### src/rtl/bus_arb_mux.sv
// Registered bus multiplexer with fixed-priority or round-robin arbitration
// among per-source out-enable requests, plus contention status.
module bus_arb_mux #(
  parameter int WIDTH   = 32,
  parameter int NUM_SRC = 25,
  parameter int MODE    = 0,
  parameter int HOLD    = 1,
  localparam int SEL_W  = $clog2(NUM_SRC + 1)
) (
  input  logic                       clk,
  input  logic                       clr_n,
  input  logic [NUM_SRC*WIDTH-1:0]   src_data,
  input  logic [NUM_SRC-1:0]         src_req,
  input  logic                       clear_err,
  output logic [WIDTH-1:0]           bus_out,
  output logic                       bus_valid,
  output logic [NUM_SRC-1:0]         grant,
  output logic [SEL_W-1:0]           grant_idx,
  output logic                       contention,
  output logic                       contention_sticky
);

  generate
    if (NUM_SRC < 2 || NUM_SRC > 63) begin : g_bad_num_src
      $error("bus_arb_mux: NUM_SRC must be within 2..63");
    end
  endgenerate

  logic [SEL_W-1:0] last;
  logic             found;
  int               win;
  int               cand;
  logic             multi;

  // Round-robin scans last+1, last+2, ... with wrap; fixed priority takes
  // the lowest asserted index.
  always_comb begin
    found = 1'b0;
    win   = 0;
    cand  = 0;
    if (MODE == 0) begin
      for (int i = NUM_SRC - 1; i >= 0; i--) begin
        if (((src_req >> i) & NUM_SRC'(1)) != '0) begin
          win   = i;
          found = 1'b1;
        end
      end
    end else begin
      for (int k = 1; k <= NUM_SRC; k++) begin
        cand = int'(last) + k;
        if (cand >= NUM_SRC) cand = cand - NUM_SRC;
        if (!found && (((src_req >> cand) & NUM_SRC'(1)) != '0)) begin
          win   = cand;
          found = 1'b1;
        end
      end
    end
  end

  assign multi = |(src_req & (src_req - NUM_SRC'(1)));

  always_ff @(posedge clk or negedge clr_n) begin
    if (!clr_n) begin
      bus_out           <= '0;
      bus_valid         <= 1'b0;
      grant             <= '0;
      grant_idx         <= '0;
      contention        <= 1'b0;
      contention_sticky <= 1'b0;
      last              <= SEL_W'(NUM_SRC - 1);
    end else begin
      contention <= multi;
      // A fresh contention wins over a simultaneous clear request.
      if (multi)          contention_sticky <= 1'b1;
      else if (clear_err) contention_sticky <= 1'b0;

      if (found) begin
        bus_out   <= WIDTH'(src_data >> (win * WIDTH));
        bus_valid <= 1'b1;
        grant     <= NUM_SRC'(1) << win;
        grant_idx <= SEL_W'(win + 1);
        last      <= SEL_W'(win);
      end else begin
        bus_valid <= 1'b0;
        grant     <= '0;
        grant_idx <= '0;
        if (HOLD == 0) bus_out <= '0;
      end
    end
  end

endmodule

### config.mk
export PLATFORM = sky130hd
export DESIGN_NAME = bus_arb_mux
export DESIGN_NICKNAME = d
export VERILOG_FILES = /design/src/rtl/bus_arb_mux.sv
export SDC_FILE = /design/constraint.sdc
export NUM_CORES = 1
export LEC_CHECK = 0
export ABC_AREA = 1
export BUFFER_PORTS_ARGS = -buffer_cell sky130_fd_sc_hd__buf_4
export CORE_AREA = 2 2 349 351
export DETAILED_ROUTE_END_ITERATION = 8
export DIE_AREA = 0 0 351 353
export PLACE_DENSITY = 0.39
export SYNTH_ARGS = -nofsm -noshare
export SYNTH_HDL_FRONTEND = slang
export SYNTH_SLANG_ARGS = --single-unit
### constraint.sdc
create_clock -name clk -period 0.8 [get_ports clk]
set_input_delay 0.04 -clock clk [delete_from_list [all_inputs] [get_ports clk]]
set_output_delay 0.04 -clock clk [all_outputs]
set_load 0.02 [all_outputs]
# Word-level counts from Yosys, hierarchy flattened
# Cells that the tools add are included.
[word_totals]
ff_bits = 65
elab_cells = 68
[classes]
add_sub_neg = 2
shifts = 2
n_mux = 55
bitwise_logic = 1
reduce_logical = 2
[op_table]
columns = ["op", "count"]
rows = [
  ["800-bit by 32-bit >> shifter with 32-bit output", 1],
  ["5-bit two-way mux", 26],
  ["1-bit two-way mux", 28],
  ["25-bit bitwise AND", 1],
  ["25-bit two-way mux", 1],
  ["25-bit OR reduction", 1],
  ["1-bit by 5-bit << shifter with 25-bit output (first input constant)", 1],
  ["25-bit by 1-bit subtractor with 25-bit output (second input constant)", 1],
  ["5-bit by 2-bit adder with 5-bit output (second input constant)", 1],
  ["2-bit nonzero test", 1],
]

# Depth between registers and ports, before layout
# Gate-level depths: netlist (run 1).
[logic_depth]
depth_word = 27
depth_mapped = 31
ltp_nobuf = 29

# Least setup slack after synthesis (run 1)
# Ideal clock, no wire load.
[synth_path]
kind = "input-to-reg"
start = "input port src_req[20]"
end = "register grant_idx[2]"
setup_ns = 0.132
arrival_time_ns = 2.065
t_required_ns = 0.668
path_slack_ns = -1.398
cell_stages = 29
path_cell_list = "inv_1 a21oi_1 nand2_1 nand2_1 nand2_1 nand2_1 nand2_1 nand2_1 nand2_1 nand2_1 nand2_1 nand2_1 nand2_1 nand2_1 nand2_1 nand2_1 nand2_1 nand2_1 nand2_1 nand2_1 nand2_4 nand2_4 buf_6 buf_6 buf_2 inv_1 ha_1 o21ai_0 a21oi_1"
[synth_via]
elab_chain_cells = 23
[synth_lines]
columns = ["item", "line_no", "text"]
rows = [
  ["start: declaration", "13", "input logic [NUM_SRC-1:0] src_req,"],
  ["5-bit two-way mux (21 in a row)", "43", "if (((src_req >> i) & NUM_SRC'(1)) != '0) begin"],
  ["5-bit by 2-bit adder with 5-bit output", "81", "grant_idx <= SEL_W'(win + 1);"],
  ["5-bit two-way mux *", "77", "if (found) begin"],
  ["end signal: assignment", "81", ""],
  ["end: declaration", "18", "output logic [SEL_W-1:0] grant_idx,"],
]
# Mark *: on every way between the ends. The rest lies on a longest branch, timed or not.
# A chain may end at the register's enable or synchronous reset.

# Final worst setup path (run 1)
[layout_path]
start = "input port src_req[20]"
end = "register bus_out[7]"
[layout_via]
elab_chain_cells = 22
[layout_lines]
columns = ["item", "line_no", "text"]
rows = [
  ["5-bit two-way mux (21 in a row)", "43", ""],
  ["800-bit by 32-bit >> shifter with 32-bit output", "78", "bus_out <= WIDTH'(src_data >> (win * WIDTH));"],
  ["end signal: assignment", "78", ""],
  ["end: declaration", "15", "output logic [WIDTH-1:0] bus_out,"],
]
# Parallel ways exist; a longest one is shown, timed or not.

==> results.cfg, run 1 <==
[cts]
cts_max_path_buffers = 2
cts_tree = done
clockRootBuffer = clkbuf_16
clk_pin_slew_ns = 0.07
htree_num_levels = 3
insertion_delay_ns = 0.36
clock_sinks = 65
cts_buffers = 9

[timing]
period_minus_slack_ns = 2.616
skew_ns = 0
whs_ns = 0.05547
slew_viol_final = 0
rsz0062_at_grt = true
setup_violations = 130
tightestPinTransition_ns = 0.7370
fin_ws_ns = -1.816
fin_tns_setup_ns = -112.81
timing.fmax_ghz = 0.3823
post-route-period-util = 3.270
relSlewSlack = 0.5087
hold_viol_final = 0

[worst_hold_path]
worstHoldPathType = in -> reg
min_from = src_data[782]
whs_endpoint = bus_out[14]
whs_path_depth = 5

[global_routing]
grt_max_degree = 42
overflow = 0
antenna_found_initial = 12
grt_pass1_vias = 22630
grt.total_usage = 0.1976
grt_pass1_wl_mm = 172.2

[detailed_routing]
drtIter0Drc = 1375
vias = 22160
drc = 0
ant_nets = 0
finalWirelength_mm = 129.6
firstDrtPassIters = 6
routedWlPerCell_um = 24.13
viasPerCell = 4.127

[flow_run]
drv_cap = 0

[final_layout]
nFillCells = 13740
syn_to_final_growth_pct = 115.7
multiInputGateArea_mm2 = 0.01192
seq_area_mm2 = 0.001637
num-nets-final = 4568
post-route-util = 0.2466
drive_gt1_frac = 0.4709

[floorplanning]
core_mm2 = 0.1206
fp.dieH_um = 353
start_util = 0.1143
io_pins = 893
fp.dieArea_mm2 = 0.1239
num_rows = 128
die-width_um = 351

[synthesis]
synthFlopType = dfrtp_1
ys_top_cells_by_count = nand3_1, inv_1, nand2_1, nand3b_1, clkbuf_1
yosysUniqueCellTypes = 27
ys_seq_area_frac = 0.1180
synth_top_area_frac = 0.3173
yosys-top-cells-area = nand3_1, inv_1, nand2_1
synth_nets = 3519
synth-edff-count = 0
yosysMostFrequentCell = nand3_1
synthCells = 2686
ys_warn_count = 0
syn_area_per_cell_um2 = 5.132
yosysTopAreaCell = nand3_1
async_reset_ff_frac = 1.000
synth_seq_cells = 65
syn_area_mm2 = 0.01379

[outcome]
failed_checks = setup timing
outcome = finished with violations

[worst_setup_path]
setup.worst_path.end_class = flip-flop
cp_top_family = simple AND/OR/NAND/NOR gates
rr_worst_depth = 2
crit_fanout = 8
worstPathRequired_ns = 1.05
r2r_start = bus_out[25]
path_common_cell = nand2_1
r2r-end = bus_out[25]
crit_path_max_incr_delay_ns = 0.21
crit_buf_inv = 5
start_kind = primary input
crit_type = in -> reg
crit_arrival_ns = 2.87
reg2reg_setup_slack_ns = -0.01
slowest_stage = buf_12

[placement]
gp_congestion = 0.9163
dp_hpwl_mm = 105.6
portBuffers = 892

[pwr]
ir_drop_mv = 0.7642
leakage_nw = 15.70
p_per_area_mw_per_mm2 = 837.8
power breakdown:
| group | switching, W | internal, W |
|---|---|---|
| Clock | 0.00194 | 0.00307 |
| Sequential | 0.000282 | 0.00354 |
| Combinational | 0.00836 | 0.00773 |
| Total | 0.0106 | 0.0143 |
per-stage QoR:
step                power [W]  cells  instance area [µm²]  setup WS, ns
floorplan            0.008985   2686                13970        -1.214
CTS                   0.02433   5341                27810        -1.797
global placement      0.01726   5290                24860        -2.725
finish                0.02492   5370                29740        -1.816
detailed placement    0.01719   5290                24860        -2.507
global route          0.02655   5370                29740        -1.974
cells by family (layout without fill, tap and decap cells):
family | Yosys count | after routing | share of synthesized area
flip-flops | 65 | 65 | 0.1180
adder cells (fa/ha/maj) | 5 | 5 | 0.004538
XOR/XNOR | 1 | 1 | 0.0006354
other | 0 | 5 | 0
buffers and inverters | 810 | 1862 | 0.2326
AO/OA/AOI/OAI | 35 | 35 | 0.01416
AND/OR/NAND/NOR | 1770 | 1772 | 0.6301
timing repair:
item | 4_1_cts | 5_1_grt
endpoints found under the hold margin | 66 | 0
pin swaps | 88 | 113
cloned | 19 | 12
hold buffers | 2 | 0
buffers inserted | 22 | 17
setup endpoints to repair | 130 | 130
resized for setup | 429 | 336
routing by layer:
metal | vias to the layer above | routed length [µm] | track usage
li1 | 10640 | - | -
met2 | 766 | 66040 | 0.3629
met4 | 2 | 2965 | 0.03785
met5 | - | 13 | 0
met1 | 10660 | 53730 | 0.2395
met3 | 105 | 6846 | 0.03297
sequential cells by signal (all words and copies together) (netlist names):
| name | count |
|---|---|
| bus_out | 32 |
| bus_valid | 1 |
| contention | 1 |
| contention_sticky | 1 |
| grant | 25 |
| grant_idx | 5 |
placed cells by master, fill, tap and decap left out, types with 4 or more instances in the layout:
master	count
nand2_8	6
buf_12	74
nand3_1	565
nand2_4	39
dfrtp_1	57
ha_4	5
nor2_2	14
bufinv_16	4
diode_2	5
nand3_2	238
inv_1	578
inv_2	4
nand3b_1	224
nor2_1	23
nor2_4	13
clkbuf_16	21
a21oi_1	8
nand2_2	72
o21ai_1	4
buf_8	9
bufbuf_16	5
nand3_4	71
nand4_1	32
o21ai_0	7
buf_4	1036
buf_6	102
buf_16	18
nand2_1	469
dfrtp_2	8
final cells by class:
cell class              instances  share of cell area
clock buffers                  10            0.007698
flip-flops and latches         65             0.05502
multi-input cells            1813              0.4009
diodes                          5           0.0004207
well taps                    1625             0.06836
inverters                     588             0.07635
repair buffers               1258              0.3874
clock inverters                 6            0.003912
worst max-delay path by stage:
stage / start / end / cells after the start
detailed placement: src_req[20] / bus_out[2] / 31
global route: src_req[20] / bus_out[31] / 33
floorplan: src_req[22] / grant[21] / 29
global placement: src_req[20] / bus_out[2] / 31
CTS: src_req[20] / bus_out[10] / 33
finish: src_req[20] / bus_out[7] / 33
worst reg2reg max path, stage by stage (launching register included):
cell     delay, ns
dfrtp_2       0.50
nand2_1       0.12
nand3_2       0.08
Note: power is estimated with default switching activity, not from simulation.
==> inputs of run 2 (changes only) <==
--- a/config.mk
+++ b/config.mk
@@ -10,7 +10,9 @@
 export CORE_AREA = 2 2 349 351
 export DETAILED_ROUTE_END_ITERATION = 8
 export DIE_AREA = 0 0 351 353
+export HOLD_SLACK_MARGIN = 0.08
 export PLACE_DENSITY = 0.39
+export SKIP_CTS_REPAIR_TIMING = 1
 export SYNTH_ARGS = -nofsm -noshare
 export SYNTH_HDL_FRONTEND = slang
 export SYNTH_SLANG_ARGS = --single-unit
==> results.cfg, run 2 (same netlist as run 1, synthesis figures left out) <==
[worst_setup_path]
path_common_cell = nand2_1
worstPathRequired_ns = 1.10
cp_top_family = simple AND/OR/NAND/NOR gates
start_kind = primary input
crit_type = in -> reg
crit_arrival_ns = 2.85
worst-path-stages = 34
r2r-end = bus_out[25]
r2r_start = bus_out[25]
slowest_stage = buf_6
crit_buf_inv = 5
crit_fanout = 12
crit_path_max_incr_delay_ns = 0.17
reg2reg_setup_slack_ns = -0.02
setup.worst_path.end_class = flip-flop
rr_worst_depth = 2

[cts]
cts_tree = done
cts_max_path_buffers = 2
insertion_delay_ns = 0.36
clock_sinks = 65
clockRootBuffer = clkbuf_16
cts_buffers = 9
htree_num_levels = 3
clk_pin_slew_ns = 0.07

[floorplanning]
core_mm2 = 0.1206
num_rows = 128
start_util = 0.1143
die-width_um = 351
fp.dieH_um = 353
io_pins = 893
fp.dieArea_mm2 = 0.1239

[detailed_routing]
firstDrtPassIters = 7
viasPerCell = 4.134
ant_nets = 0
drtIter0Drc = 1352
vias = 22160
finalWirelength_mm = 128.7
routedWlPerCell_um = 24.00
drc = 0

[global_routing]
overflow = 0
grt_pass1_wl_mm = 165.2
grt.total_usage = 0.1896
grt_max_degree = 53
grt_pass1_vias = 21810
antenna_found_initial = 16

[final_layout]
finalNonFillerCells = 5360
syn_to_final_growth_pct = 107.2
top_register = bus_out
top_regs = bus_out: 32 flops, grant: 25 flops, grant_idx: 5 flops
layout_commonest_cell = buf_4
final_area_mm2 = 0.02856
nFillCells = 13830
drive_gt1_frac = 0.4472
largest_reg_flops = 32
final_cell_mix = buf_4, nand3_1, inv_1, nand2_1, nand3b_1
num-nets-final = 4551

[placement]
dp_hpwl_mm = 105.6
gp_congestion = 0.9163
post_dp_cell_area_mm2 = 0.02486
dp.cells = 5290
place_ws_ns = -2.507
portBuffers = 892

[timing]
hold_viol_final = 0
relSlewSlack = 0.5167
slew_viol_final = 0
fin_tns_setup_ns = -106.67
fin_ws_ns = -1.755
period_minus_slack_ns = 2.555
setup_violations = 130
post-route-period-util = 3.193
skew_ns = 0
tightestPinTransition_ns = 0.7249
timing.fmax_ghz = 0.3915
rsz0062_at_grt = true

[flow_run]
drv_cap = 0

[pwr]
ir_drop_mv = 0.7400
leakage_nw = 15.30
p_per_area_mw_per_mm2 = 848.6
power.total_w = 0.02424

[worst_hold_path]
whs_endpoint = bus_out[15]
min_from = src_data[783]
worstHoldPathType = in -> reg
whs_path_depth = 5

[outcome]
outcome = finished with violations
failed_checks = setup timing
run 2: cell count changes in the layout (fill, tap and decap cells not counted), sizes merged:
| cell | previous run | this run |
|---|---|---|
| buf | 1239 | 1217 |
| clkbuf | 22 | 30 |
| diode | 5 | 12 |
| bufbuf | 5 | 0 |
| dlygate4sd3 | 2 | 5 |
| inv | 586 | 588 |
| bufinv | 4 | 3 |
| clkinv | 4 | 3 |
| nand2 | 586 | 585 |
run 2: area by class of cell:
cell class,count,area [µm²],share of cell area
inverters,588,2247,0.07869
clock inverters,6,116.4,0.004075
diodes,12,30.03,0.001052
clock buffers,10,229.0,0.008018
well taps,1625,2033,0.07120
repair buffers,1242,10910,0.3819
multi-input cells,1812,11360,0.3978
flip-flops and latches,65,1635,0.05726
run 2: power breakdown:
| group | switching [W] | internal (W) |
|---|---|---|
| logic | 0.00816 | 0.00725 |
| clock network | 0.00196 | 0.00307 |
| registers | 0.000259 | 0.00354 |
| total | 0.0104 | 0.0139 |
run 2: worst max-delay path by stage:
stage	end	slack, ns	start
floorplan	grant[21]	-1.21	src_req[22]
global placement	bus_out[2]	-2.73	src_req[20]
detailed placement	bus_out[2]	-2.51	src_req[20]
CTS	bus_out[12]	-2.12	src_req[20]
global route	bus_out[31]	-1.96	src_req[20]
finish	bus_out[25]	-1.75	src_req[20]
run 2: per-layer routing:
layer / vias up / global-route usage / share of wire
met2: 837 / 0.3406 / 0.50
met1: 10600 / 0.2289 / 0.41
met3: 119 / 0.03666 / 0.060
met5: - / 0 / 0.00010
met4: 2 / 0.04695 / 0.028
li1: 10600 / - / -
run 2: through the flow:
stage | util | hold slack (ns)
2_1_floorplan | - | -0.2556
3_3_place_gp | 0.2062 | 0.04073
3_5_place_dp | 0.2062 | 0.04082
4_1_cts | 0.2090 | -0.3729
5_1_grt | 0.2368 | 0.08770
6_report | 0.2368 | 0.06107
run 2: tightest hold or removal path, stage by stage:
cell and delay, ns:
buf_4 0.08, nand4_1 0.09, nand2_1 0.08, nand2_1 0.05, nand3_2 0.05
